[src/rtl/pipeline_controller.sv]
// Hazard/stall controller for a 5-stage in-order pipeline: stage enables, bubble flushes and operand forwarding.
// Enables/flushes are combinational from state and inputs; state, fwd_a/fwd_b and stall_count update on posedge clk.
module pipeline_controller #(
    parameter int LOAD_BUBBLES = 1
) (
    input  logic        clk,
    input  logic        rst,
    input  logic [4:0]  id_rs1,
    input  logic [4:0]  id_rs2,
    input  logic        id_uses_rs1,
    input  logic        id_uses_rs2,
    input  logic        ex_RegWrite,
    input  logic        ex_MemRead,
    input  logic [4:0]  ex_RegDest,
    input  logic        mem_RegWrite,
    input  logic [4:0]  mem_RegDest,
    input  logic        branch_taken,
    input  logic        mem_req,
    input  logic        mem_ready,
    output logic        fetch_en,
    output logic        decode_en,
    output logic        execute_en,
    output logic        mem_en,
    output logic        wb_en,
    output logic        flush_decode,
    output logic        flush_execute,
    output logic [1:0]  fwd_a,
    output logic [1:0]  fwd_b,
    output logic [1:0]  state,
    output logic [15:0] stall_count
);

    typedef enum logic [1:0] {
        RUN        = 2'b00,
        LOAD_STALL = 2'b01,
        MEM_WAIT   = 2'b10,
        FLUSH      = 2'b11
    } state_t;

    localparam logic [1:0] BUB_INIT = 2'(LOAD_BUBBLES - 1);

    state_t      r_state, w_next;
    state_t      r_pre, w_pre_next;
    state_t      w_rules;
    logic [1:0]  r_bub, w_bub_next;
    logic [4:0]  w_en;
    logic        w_flush_d, w_flush_e;
    logic        w_mem_stall, w_hold, w_load_use;
    logic [1:0]  r_fwd_a, r_fwd_b;
    logic [15:0] r_stall_cnt;

    assign w_mem_stall = mem_req & ~mem_ready;
    // Once in MEM_WAIT the pending access is outstanding until mem_ready, whatever mem_req does.
    assign w_hold      = w_mem_stall | ((r_state == MEM_WAIT) & ~mem_ready);
    assign w_load_use  = ex_MemRead & (ex_RegDest != 5'd0) &
                         ((id_uses_rs1 & (id_rs1 == ex_RegDest)) |
                          (id_uses_rs2 & (id_rs2 == ex_RegDest)));
    // On the ready cycle the state that was interrupted decides the outcome.
    assign w_rules     = (r_state == MEM_WAIT) ? r_pre : r_state;

    always_comb begin
        w_next     = r_state;
        w_pre_next = r_pre;
        w_bub_next = r_bub;
        w_en       = 5'b11111;
        w_flush_d  = 1'b0;
        w_flush_e  = 1'b0;
        if (w_hold) begin
            w_en   = 5'b00000;
            w_next = MEM_WAIT;
            if (r_state != MEM_WAIT) begin
                w_pre_next = r_state;
            end
        end else if (branch_taken) begin
            w_flush_d  = 1'b1;
            w_flush_e  = 1'b1;
            w_bub_next = 2'd0;
            w_next     = FLUSH;
        end else begin
            case (w_rules)
                RUN: begin
                    w_next = RUN;
                    if (w_load_use) begin
                        w_en       = 5'b00111;
                        w_flush_e  = 1'b1;
                        w_bub_next = BUB_INIT;
                        w_next     = (LOAD_BUBBLES > 1) ? LOAD_STALL : RUN;
                    end
                end
                LOAD_STALL: begin
                    w_en      = 5'b00111;
                    w_flush_e = 1'b1;
                    if (r_bub <= 2'd1) begin
                        w_bub_next = 2'd0;
                        w_next     = RUN;
                    end else begin
                        w_bub_next = r_bub - 2'd1;
                        w_next     = LOAD_STALL;
                    end
                end
                FLUSH: begin
                    w_flush_d = 1'b1;
                    w_next    = RUN;
                end
                default: begin
                    w_next = RUN;
                end
            endcase
        end
    end

    always_ff @(posedge clk or posedge rst) begin
        if (rst) begin
            r_state <= RUN;
            r_pre   <= RUN;
            r_bub   <= 2'd0;
        end else begin
            r_state <= w_next;
            r_pre   <= w_pre_next;
            r_bub   <= w_bub_next;
        end
    end

    assign fetch_en      = w_en[4] & ~rst;
    assign decode_en     = w_en[3] & ~rst;
    assign execute_en    = w_en[2] & ~rst;
    assign mem_en        = w_en[1] & ~rst;
    assign wb_en         = w_en[0] & ~rst;
    assign flush_decode  = w_flush_d & ~rst;
    assign flush_execute = w_flush_e & ~rst;

    function automatic logic [1:0] fwd_sel(input logic [4:0] rs);
        if (ex_RegWrite && (ex_RegDest != 5'd0) && (ex_RegDest == rs)) begin
            return 2'b01;
        end else if (mem_RegWrite && (mem_RegDest != 5'd0) && (mem_RegDest == rs)) begin
            return 2'b10;
        end
        return 2'b00;
    endfunction

    always_ff @(posedge clk or posedge rst) begin
        if (rst) begin
            r_fwd_a <= 2'b00;
            r_fwd_b <= 2'b00;
        end else if (execute_en) begin
            r_fwd_a <= flush_execute ? 2'b00 : fwd_sel(id_rs1);
            r_fwd_b <= flush_execute ? 2'b00 : fwd_sel(id_rs2);
        end
    end

    always_ff @(posedge clk or posedge rst) begin
        if (rst) begin
            r_stall_cnt <= 16'd0;
        end else if (!fetch_en && (r_stall_cnt != 16'hFFFF)) begin
            r_stall_cnt <= r_stall_cnt + 16'd1;
        end
    end

    assign fwd_a       = r_fwd_a;
    assign fwd_b       = r_fwd_b;
    assign state       = r_state;
    assign stall_count = r_stall_cnt;

endmodule

[config.mk]
export PLATFORM = sky130hd
export DESIGN_NAME = pipeline_controller
export DESIGN_NICKNAME = d
export VERILOG_FILES = /design/src/rtl/pipeline_controller.sv
export SDC_FILE = /design/constraint.sdc
export NUM_CORES = 1
export LEC_CHECK = 0
export ABC_AREA = 1
export CAP_MARGIN = 20
export CELL_PAD_IN_SITES_DETAIL_PLACEMENT = 0
export CELL_PAD_IN_SITES_GLOBAL_PLACEMENT = 1
export CORE_ASPECT_RATIO = 1.25
export CORE_MARGIN = 2
export CORE_UTILIZATION = 34
export DETAILED_ROUTE_END_ITERATION = 10
export GPL_ROUTABILITY_DRIVEN = 0
export PLACE_DENSITY_LB_ADDON = 0.1
export SLEW_MARGIN = 20
export SYNTH_ARGS = -nofsm -noshare
export SYNTH_HDL_FRONTEND = slang
export SYNTH_SLANG_ARGS = --single-unit
export TNS_END_PERCENT = 50
[constraint.sdc]
create_clock -name clk -period 3.6 [get_ports clk]
set_input_delay 0.72 -clock clk [delete_from_list [all_inputs] [get_ports clk]]
set_output_delay 0.72 -clock clk [all_outputs]
set_load 0.05 [all_outputs]
==> results of run 1 <==
worst max-delay path: cells and delay by family:
family | cells | cell delay [ns]
buffers and inverters | 3 | 0.77
and+or+nand+nor | 11 | 1.09
worst paths after layout:
path | to | cells past startpoint | startpoint
hold reg to reg | fwd_a[0]$_DFFE_PP0P_ | 2 | fwd_a[0]$_DFFE_PP0P_
min in group asynchronous | r_bub[0]$_DFFE_PP0P_ | 3 | rst
hold / removal | fwd_a[0]$_DFFE_PP0P_ | 2 | fwd_a[0]$_DFFE_PP0P_
max in group asynchronous | stall_count[7]$_DFFE_PP0P_ | 3 | rst
setup reg to reg | stall_count[10]$_DFFE_PP0P_ | 7 | stall_count[0]$_DFFE_PP0P_
setup / recovery | flush_execute | 14 | ex_RegDest[0]
layout make-up:
class | instances | area, sq um | share of cell area (%)
multi-input combinational | 200 | 1010 | 39.6
inverter | 29 | 109 | 4.26
sequential | 26 | 651 | 25.5
clock inverter | 1 | 30.0 | 1.17
tap | 62 | 77.6 | 3.03
timing repair buffer | 61 | 636 | 24.9
clock buffer | 3 | 41.3 | 1.62
placed cells by master (no fill, tap or decap), types with 2 or more instances in the layout:
master / n
nand2_1: 86
clkdlybuf4s50_1: 51
nand3_1: 31
inv_1: 27
nor2_1: 26
dfrtp_1: 26
xor2_1: 15
xnor2_1: 12
buf_4: 6
a21oi_1: 5
nand4_1: 5
nor3_1: 5
buf_12: 4
o21ai_0: 3
clkbuf_8: 3
nor2_2: 2
inv_2: 2
nand2_4: 2
nor4_1: 2
kinds of logic after synthesis:
family | after synthesis | synth area share [%]
buf+inv | 35 | 8.53
compound gates | 9 | 2.61
simple gates | 163 | 39.4
flops | 26 | 35.8
xor+xnor | 27 | 13.0
fa+ha+maj | 1 | 0.688
report_power, final:
group | switching (W) | internal (W) | leakage [nW]
clock network | 0.0000992 | 0.000149 | 0.0357
registers | 0.0000463 | 0.000328 | 0.346
logic | 0.000266 | 0.000166 | 0.865
stage by stage:
stage | worst slack, ns | hold WS (ns) | instances
detailed placement | 0.321 | 0.473 | 378
CTS | 0.304 | 0.505 | 382
global route | 0.0568 | 0.544 | 382
global placement | 0.351 | 0.470 | 378
floorplan | 0.331 | 0.453 | 261
finish | 0.293 | 0.496 | 382
state kept, by name, indices dropped and copies added, names as in the netlist:
register	flops
r_pre	2
r_bub	2
fwd_a	2
stall_count	16
state	2
fwd_b	2
cell usage after synthesis, drive strengths merged:
library cell and number:
nand2 89, nand3 32, inv 29, nor2 28, dfrtp 26, xor2 15, xnor2 12, buf 6
nand4 6, a21oi 5, nor3 5, o21ai 3, nor4 2, a22oi 1, ha 1, nor3b 1
layer usage:
| metal | vias up | GRT usage (%) |
|---|---|---|
| li1 | 940 | - |
| met1 | 808 | 18.9 |
| met2 | 32 | 33.4 |
| met3 | 2 | 2.70 |
| met4 | 0 | 4.63 |
| met5 | - | 0 |
==> impl_metrics.toml, run 1 <==
[detailed_routing]
top_layer = "met4"
wl_met1_um = 1950
firstDrtPassIters = 4
routed-via-count = 1782
wl_per_cell_um = 12.1
wl_met2_um = 2480
routed-wl-met3_um = 156
drcViolationCount = 0
drtIter0Drc = 70
avgViaCountPerCell = 4.66
drtAntennaViolNets = 0
wl_um = 4610

[finish]
n_antenna_cell = 0
nFillCells = 531
fin_area_sq_um = 2560
drive_gt1_share_pct = 7.19
post-route-util_pct = 50.0
syn2layout_area_growth_pct = 40.6
final_nets = 352

[timing]
fin_crit_sh_pct = 91.9
drv_slew = 0
fmax_mhz = 302
hold_viol = 0
finalSetupViolCount = 0
maxSlewHeadroom_pct = 66.0
fin_setup_tns_ns = 0
skew_ns = 0.00944
period_needed_ns = 3.31
tightest_slew_ns = 0.509
rsz0062_at_grt = "no"

[clocking]
clk_latency_ns = 0.27
ctsResizeCount = 0
hold_buffers = 0
clkSinkCount = 26
cts_tree = "done"
postCtsSetupRepairBufs = 0
clock-root-buffer = "clkbuf_8"
clk_path_buf_depth = 2
numCtsBuffers = 3
htreeDepth = 1
path_clk_slew_ns = 0.10

[global_routing]
grt_pass1_wl_um = 8380
grt_pass1_vias = 1883
antenna_found_initial = 0
grt_remaining_overflow = 0
grt_max_degree = 27
grt.total_usage_pct = 17.0

[worst_setup_path]
crit_path_top_delay_cell = "clkdlybuf4s50_1"
end_kind = "output port"
arrival_ns = 2.59
cp-start-kind = "input port"
reg2reg_slack_ns = 1.61
crit_required_ns = 2.88
critPathMaxStageDelay_ns = 0.55
crit_top_cell = "nand2_1"
crit_chain = "clkdlybuf4s50_1 > inv_2 > nand2_1 > nand2_1 > nor2_1 > nand4_1 > nand2_1 > nand2_1 > nand2_2 > nand2_1 > nand2_1 > nand2_1 > nor2_1 > buf_12"
crit_type = "input port to output port"
worst-path-max-fanout = 7

[power]
vdd_drop_max_v = 0.000177
p_total_w = 0.00105
leakagePower_nw = 1.25
p_per_area_nw_per_um2 = 412

[logic_synthesis]
syn_avg_cell_area_sq_um = 6.97
synthDistinctLibCells = 24
ys_top_cells_by_area = "dfrtp_1, nand2_1, nand3_1"
netlist.area_leader.share_pct = 35.8
synth_seq_cells = 26
yosys.area.top_type = "dfrtp_1"
yosysSeqAreaShare_pct = 35.8
syn_area_sq_um = 1820
ys_warn_count = 0
syn_inst = 261
synth_nets = 292

[floorplanning]
initial_core_util_pct = 35.5
die_h_um = 85.8
rows = 29
die_x_um = 69.4
io_pins = 59
dieArea_sq_um = 5950
coreArea_sq_um = 5120

[placement]
dpl_cell_area_sq_um = 2480
hpwl_um = 3660
io_buffers = 58

[flow_run]
max_cap_viol_count = 0

[status]
status = "complete, no violations"

[worst_hold_path]
hold_path.class = "flip-flop to flip-flop"
Note: power is estimated with default switching activity, not from simulation.
==> run 2, diff against run 1 <==
--- a/config.mk
+++ b/config.mk
@@ -5,13 +5,13 @@
 export SDC_FILE = /design/constraint.sdc
 export NUM_CORES = 1
 export LEC_CHECK = 0
-export ABC_AREA = 1
+export ABC_AREA = 0
 export CAP_MARGIN = 20
 export CELL_PAD_IN_SITES_DETAIL_PLACEMENT = 0
 export CELL_PAD_IN_SITES_GLOBAL_PLACEMENT = 1
 export CORE_ASPECT_RATIO = 1.25
 export CORE_MARGIN = 2
-export CORE_UTILIZATION = 34
+export CORE_UTILIZATION = 35
 export DETAILED_ROUTE_END_ITERATION = 10
 export GPL_ROUTABILITY_DRIVEN = 0
 export PLACE_DENSITY_LB_ADDON = 0.1
==> run 2 against run 1 <==
Clock-buffer cell count stayed put. Via count is 22% lower. Clock power is 2% lower. Largest cell class unchanged.
==> impl_metrics.toml, run 2 <==
[detailed_routing]
firstDrtPassIters = 4
drtAntennaViolNets = 0
avgViaCountPerCell = 4.88
wl_per_cell_um = 13.8
wl_um = 3910
drcViolationCount = 0
drtIter0Drc = 51
routed-via-count = 1386

[logic_synthesis]
syn_avg_cell_area_sq_um = 9.71
syn_area_sq_um = 1610
synth_nets = 197
async_reset_ff_share_pct = 100
syn_inst = 166
synth.most_common_cell = "dfrtp_1"
synth_ff_type = "dfrtp_1"
synth_seq_cells = 26
ys_top_cells_by_area = "dfrtp_1, xor2_1, xnor2_1"
netlist.area_leader.share_pct = 40.4
synth.cells.most_frequent = "dfrtp_1, xor2_1, nor2_1"
ys_warn_count = 0
synth_edf_count = 0
yosys.area.top_type = "dfrtp_1"
yosysSeqAreaShare_pct = 40.4
synthDistinctLibCells = 41

[floorplanning]
die_x_um = 64.7
rows = 27
dieArea_sq_um = 5170
initial_core_util_pct = 36.4
io_pins = 59
die_h_um = 79.9
coreArea_sq_um = 4430

[power]
p_per_area_nw_per_um2 = 608
vdd_drop_max_v = 0.000471
leakagePower_nw = 0.962

[timing]
fin_crit_sh_pct = 95.8
fin_setup_tns_ns = 0
maxSlewHeadroom_pct = 65.1
drv_slew = 0
tightest_slew_ns = 0.517
hold_viol = 0
finalSetupViolCount = 0
rsz0062_at_grt = "no"
timing.final.ws_setup_ns = 0.151
fmax_mhz = 290
period_needed_ns = 3.45
skew_ns = 0.0102

[worst_setup_path]
crit_required_ns = 2.88
critPathTopFamily = "simple AND/OR/NAND/NOR gates"
cp-start-kind = "input port"
crit_chain = "clkdlybuf4s50_1 > xor2_1 > nor3_1 > a32o_1 > and3_1 > o221ai_2 > nor2_2 > buf_12"
end_kind = "output port"
worst-path-max-fanout = 5
crit_type = "input port to output port"
arrival_ns = 2.73
path_buf_inv = 2
critPathMaxStageDelay_ns = 0.48
crit_path_top_delay_cell = "clkdlybuf4s50_1"

[finish]
final_nets = 258
fin_cells = 284
syn2layout_area_growth_pct = 45.8
n_antenna_cell = 0
drive_gt1_share_pct = 12.8
layout_commonest_cell = "clkdlybuf4s50_1"
layout_common_cells = "clkdlybuf4s50_1, dfrtp_1, xor2_1"
largest_register_ffs = 16

[placement]
io_buffers = 58
dpl_worst_slack_ns = 0.112
hpwl_um = 3010
placed_cells = 280

[global_routing]
antenna_found_initial = 0
grt.total_usage_pct = 16.1
grt_max_degree = 28
grt_remaining_overflow = 0
grt_pass1_wl_um = 6590
grt_pass1_vias = 1429

[clocking]
path_clk_slew_ns = 0.10
clock-root-buffer = "clkbuf_8"
hold_buffers = 0
clk_latency_ns = 0.27
htreeDepth = 1
clk_path_buf_depth = 2
cts_tree = "done"
clkSinkCount = 26
postCtsSetupRepairBufs = 0
numCtsBuffers = 3

[worst_hold_path]
hold_path.class = "flip-flop to flip-flop"

[status]
status = "complete, no violations"

[flow_run]
max_cap_viol_count = 0
[run 2: cell count changes in the layout (fill, tap and decap cells not counted), moves of 3 or more]
cell,change
xor2_1,+10
inv_1,-19
nand2_1,-73
a32o_1,+3
nor2_1,-12
a21oi_1,-3
a22o_1,+3
nor3_1,+4
nand3_1,-23
[run 2: final cells by class]
type | count | area [sq um]
Fill cell | 412 | 2080
Multi-Input combinational cell | 127 | 902
Clock buffer | 3 | 41.3
Timing Repair Buffer | 60 | 616
Clock inverter | 1 | 30.0
Tap cell | 58 | 72.6
Sequential cell | 26 | 651
Inverter | 9 | 37.5
[run 2: cells by family after synthesis]
logic type | share of synthesized area, %
AOI/OAI and AO/OA | 11.3
xor gates and xnor gates | 19.0
adders and majority gates | 0.776
buffers and inverters | 4.19
DFF | 40.4
muxes | 1.40
and+or+nand+nor | 23.0
[run 2: through the flow]
stage	total power [W]	area, sq um	hold WS, ns	util, %
final	0.00143	2350	0.493	53.1
after global routing	0.00150	2350	0.522	53.1
after CTS	0.00144	2350	0.497	53.0
after detailed placement	0.00119	2280	0.479	51.4
after global placement	0.00118	2280	0.478	51.4
after floorplan	0.000937	1620	0.466	-
[run 2: final timing paths]
path | startpoint | to | slack [ns] | cells after the start
max | ex_RegDest[2] | flush_execute | 0.15 | 8
min | stall_count[15]$_DFFE_PP0P_ | stall_count[15]$_DFFE_PP0P_ | 0.49 | 1
max reg2reg | stall_count[0]$_DFFE_PP0P_ | stall_count[1]$_DFFE_PP0P_ | 1.29 | 6
min reg2reg | stall_count[15]$_DFFE_PP0P_ | stall_count[15]$_DFFE_PP0P_ | 0.49 | 1
max in group asynchronous | rst | stall_count[2]$_DFFE_PP0P_ | 2.41 | 3
min in group asynchronous | rst | stall_count[5]$_DFFE_PP0P_ | 0.93 | 3
[run 2: worst register-to-register path: cells and delay by family, from the launching register on]
family / cells / cell delay [ns]
AOI/OAI and AO/OA: 2 / 0.55
DFF: 1 / 0.44
adders and majority gates: 1 / 0.23
muxes: 1 / 0.39
and+or+nand+nor: 2 / 0.57
[run 2: timing repair]
action | CTS | global route
gates resized for setup | 0 | 1
endpoints found under the setup margin | 0 | 1
endpoints found under the hold margin | 0 | 0
[run 2: routing by layer]
layer  share of wire (%)  vias to the layer above  GRT usage, %  wire [um]
li1                    -                      698             -          -
met1                  46                      648          20.4       1800
met5                   0                        -             0          0
met4                0.49                        0          3.83         19
met2                  48                       38          28.2       1900
met3                 5.1                        2          2.82        200
[run 2: power by group]
| group | internal [W] | switching, W | total (W) |
|---|---|---|---|
| Clock | 0.000149 | 0.0000951 | 0.000244 |
| Combinational | 0.000265 | 0.000446 | 0.000711 |
| Sequential | 0.000371 | 0.000103 | 0.000473 |
==> edit 1, RTL diff (config.mk and constraints of run 2) <==
Register the output `stall_count` once more, with the module's reset; this adds one clock of latency there. The other outputs are not delayed to match. Comments in the files are not updated.
--- a/src/rtl/pipeline_controller.sv
+++ b/src/rtl/pipeline_controller.sv
@@ -159,7 +159,13 @@
     assign fwd_a       = r_fwd_a;
     assign fwd_b       = r_fwd_b;
     assign state       = r_state;
-    assign stall_count = r_stall_cnt;
+    always_ff @(posedge clk or posedge rst) begin
+        if (rst) begin
+            stall_count <= '0;
+        end else begin
+            stall_count <= r_stall_cnt;
+        end
+    end
 
 endmodule
 
Function: changed (a bounded check fails within 4 cycles, from zero or initial values and one cycle with rst high).
==> edit 1 against run 2 <==
- critical path depth decreased by 1
- critical endpoint unchanged
- highest routed layer unchanged
- area after synthesis increased by 22%
- routed wire length increased by 9.8%
- sequential cell count increased by 16
- design area increased by 17%
- power increased by 3.4%
- global-route usage decreased by 0.92 points
- setup slack got worse by 0.014 ns
==> edit 1: results <==
grt:
  grtUsageTotal: 0.151
  grt_pass1_wl_microns: 7380
  grt_pass1_vias: 1576
  use_met1: 0.181
  globalRouteMet3Util: 0.0334
  antenna_found_initial: 0
  grt_use_met2: 0.263
  grt_max_degree: 43
setup_path:
  path_max_fanout: 3
  slowest_stage: "or4_4"
  critPathMaxStageDelay_ns: 0.57
  crit_arrival_ns: 2.74
  r2r_start: "r_stall_cnt[4]"
  startpoint: "ex_RegDest[1]"
cells_and_area:
  layout-drive-gt1-share: 0.108
  n_fill_cell: 478
  final_nets: 271
place:
  portBuffers: 58
  dp_hpwl_microns: 3370
  placed_area_sq_mm: 0.00263
clock_network:
  cts_tree: "yes"
  clock-root-buffer: "clkbuf_8"
  clock_path_buffers: 2
  cts_resized: 0
  htreeDepth: 2
  path_clk_slew_ns: 0.08
  clock_latency_ns: 0.29
  numCtsBuffers: 5
sta:
  drv_slew: 0
  tightest_slew_ns: 0.652
  hold_viol: 0
  worst_clock_skew_ns: 0.00693
routing:
  routed_wl_microns: 4300
  drtPass1Iterations: 4
  initialDrtViolationCount: 63
  vias_per_cell: 5.03
pwr:
  p_leak_nw: 1.14
  ir_worst_vdd_uv: 222
synthesis:
  synth.area.top_cells: "dfrtp_1, xnor2_1, xor2_1"
  yosys-top-cells-count: "dfrtp_1, xnor2_1, nand2_1, nand4_1, xor2_1"
  syn_nets: 209
  synthDistinctLibCells: 38
  yosysWarnings: 0
  synth-seq-area-share: 0.534
min_path:
  hp-start: "r_stall_cnt[1]"
  hp-class: "flip-flop to flip-flop"
outcome:
  status: "completed"
## edit 1: layout make-up
| class | count | area, sq um | share of cell area |
|---|---|---|---|
| well taps | 64 | 80.1 | 0.0292 |
| flip-flops and latches | 42 | 1050 | 0.383 |
| multi-input cells | 124 | 858 | 0.313 |
| inverters | 4 | 18.8 | 0.00684 |
| clock inverters | 2 | 37.5 | 0.0137 |
| repair buffers | 63 | 626 | 0.228 |
| clock buffers | 6 | 72.6 | 0.0264 |
## edit 1: path summary, 6_finish.rpt
| path | end | depth (start not counted) | slack, ns |
|---|---|---|---|
| min in group asynchronous | state[1] | 3 | 0.98 |
| hold reg to reg | stall_count[1] | 0 | 0.42 |
| hold / removal | stall_count[1] | 0 | 0.42 |
| setup / recovery | flush_execute | 7 | 0.14 |
| setup reg to reg | r_stall_cnt[1] | 5 | 1.35 |
| max in group asynchronous | r_stall_cnt[14] | 3 | 2.25 |
## edit 1: where the power goes
group	internal (mW)	switching (mW)	total, mW
clock network	0.207	0.156	0.363
logic	0.191	0.288	0.479
registers	0.557	0.0781	0.635
## edit 1: worst reg2reg max path, cell delays in order (launching register included)
cell	delay, ns
dfrtp_1	0.47
nand4_1	0.16
nor3_1	0.59
a211oi_1	0.16
a22o_1	0.42
mux2_2	0.35
## edit 1: cells by family after synthesis
logic type | share of synthesized area
AOI/OAI and AO/OA | 0.0948
and+or+nand+nor | 0.172
buffers and inverters | 0.0293
adders and majority gates | 0.00636
DFF | 0.534
xor gates and xnor gates | 0.151
muxes | 0.0114
## edit 1: metal layers
metal / vias to the layer above / share of wire
met5: - / 0
met4: 0 / 0.017
met3: 6 / 0.039
met2: 45 / 0.52
met1: 732 / 0.43
li1: 752 / -
## edit 1: metrics by stage
stage	power, mW	setup slack, ns	util	std cells
global route	1.56	0.0493	0.504	305
global placement	1.12	0.147	0.484	297
detailed placement	1.13	0.125	0.484	297
finish	1.48	0.138	0.504	305
CTS	1.49	0.123	0.504	305
floorplan	0.945	0.222	-	178
==> edit 2, RTL diff (config.mk and constraints of run 2) <==
Without the edit above. Reset style: synchronous (`rst`), changed in 3 clocked blocks.
--- a/src/rtl/pipeline_controller.sv
+++ b/src/rtl/pipeline_controller.sv
@@ -109,7 +109,7 @@
         end
     end
 
-    always_ff @(posedge clk or posedge rst) begin
+    always_ff @(posedge clk) begin
         if (rst) begin
             r_state <= RUN;
             r_pre   <= RUN;
@@ -138,7 +138,7 @@
         return 2'b00;
     endfunction
 
-    always_ff @(posedge clk or posedge rst) begin
+    always_ff @(posedge clk) begin
         if (rst) begin
             r_fwd_a <= 2'b00;
             r_fwd_b <= 2'b00;
@@ -148,7 +148,7 @@
         end
     end
 
-    always_ff @(posedge clk or posedge rst) begin
+    always_ff @(posedge clk) begin
         if (rst) begin
             r_stall_cnt <= 16'd0;
         end else if (!fetch_en && (r_stall_cnt != 16'hFFFF)) begin
Formal check against the unedited RTL: differs if rst is asserted again (counterexample within 4 cycles, from zero or initial values and one cycle with rst high); with rst held inactive, the same outputs for 10 cycles.
==> edit 2 against run 2 <==
- routed wire length grew 2.4%
- register-to-register slack gained 0.10 ns
- die area shrank 1.0%
- area after synthesis shrank 1.1%
- design area shrank 0.21%
- maximum frequency grew 6.5%
- setup slack gained 0.21 ns
- utilization grew 0.29 points
- sequential cell count is the same
Power is not compared: it rests on default switching activity, and its combinational part moved more than twofold at a synthesized area within 25%.
==> edit 2: results <==
outcome:
  status: "completed"
grt:
  grtUsageTotal: 0.173
synthesis:
  syn_nets: 224
  async_flop_share: 0
  yosys-top-cells-count: "dfxtp_1, a21oi_1, xnor2_1, nand3_1"
  synth-seq-area-share: 0.327
sta:
  max_freq_ghz: 0.309
  slew_headroom: 0.599
  worst_clock_skew_ns: 0.0114
  holdWs_ns: 0.466
setup_path:
  cp_top_family: "buffers and inverters"
  slowest_stage: "or4_4"
  path_max_fanout: 3
  crit_arrival_ns: 2.52
  ff2ff_setup_slack_ns: 1.39
cells_and_area:
  fin_cells: 308
  layout-drive-gt1-share: 0.100
  final_nets: 282
place:
  dp_cells: 304
  placed_area_sq_mm: 0.00227
  place_ws_ns: 0.360
  dp_hpwl_microns: 3150
routing:
  vias: 1590
  initialDrtViolationCount: 63
  wl_met3_microns: 157
  wl_met1_microns: 1700
min_path:
  whs_path_depth: 2
  holdPathEnd: "fwd_a[1]"
==> edit 2: cell count changes in the layout (fill, tap and decap cells not counted), moves of 7 or more <==
cell	before	now
xor2_1	25	6
or3_1	1	13
inv_1	8	1
dfrtp_1	26	0
a21oi_1	2	24
o21ai_1	0	8
dfxtp_1	0	26
==> edit 2: tightest hold or removal path, stage by stage, from the launching register on <==
cell     delay [ns]
dfxtp_1        0.33
nand2_1        0.05
a21oi_1        0.05
==> edit 2: worst max path at each step <==
stage,to,startpoint,depth (start not counted)
CTS,flush_execute,ex_RegDest[1],6
global route,flush_execute,ex_RegDest[1],6
detailed placement,flush_execute,ex_RegDest[1],6
floorplan,fetch_en,ex_RegDest[1],5
global placement,flush_execute,ex_RegDest[1],6
finish,flush_execute,ex_RegDest[1],6
==> edit 2: layout make-up <==
class / instances / area [sq um]
multi-input combinational: 156 / 1000
clock inverter: 1 / 30.0
fill: 440 / 2050
tap: 58 / 72.6
clock buffer: 3 / 41.3
inverter: 1 / 3.75
sequential: 26 / 520
timing repair buffer: 63 / 676
==> edit 2: kinds of logic (layout without fill, tap and decap cells) <==
family                   after synthesis  after routing  share of synthesized area
AO/OA/AOI/OAI                         54             54                      0.216
XOR/XNOR                              21             21                      0.115
adder cells (fa/ha/maj)                1              1                    0.00785
buffers and inverters                 11             68                     0.0455
flip-flops                            26             26                      0.327
multiplexers                           1              1                    0.00628
AND/OR/NAND/NOR                       79             79                      0.283
==> edit 2: report_power, final <==
group | switching, mW | internal [mW] | leakage, nW | total [mW]
sequential | 0.0101 | 0.294 | 0.210 | 0.304
combinational | 0.104 | 0.0928 | 0.567 | 0.197
clock | 0.0984 | 0.149 | 0.0357 | 0.247
total | 0.213 | 0.535 | 0.813 | 0.748
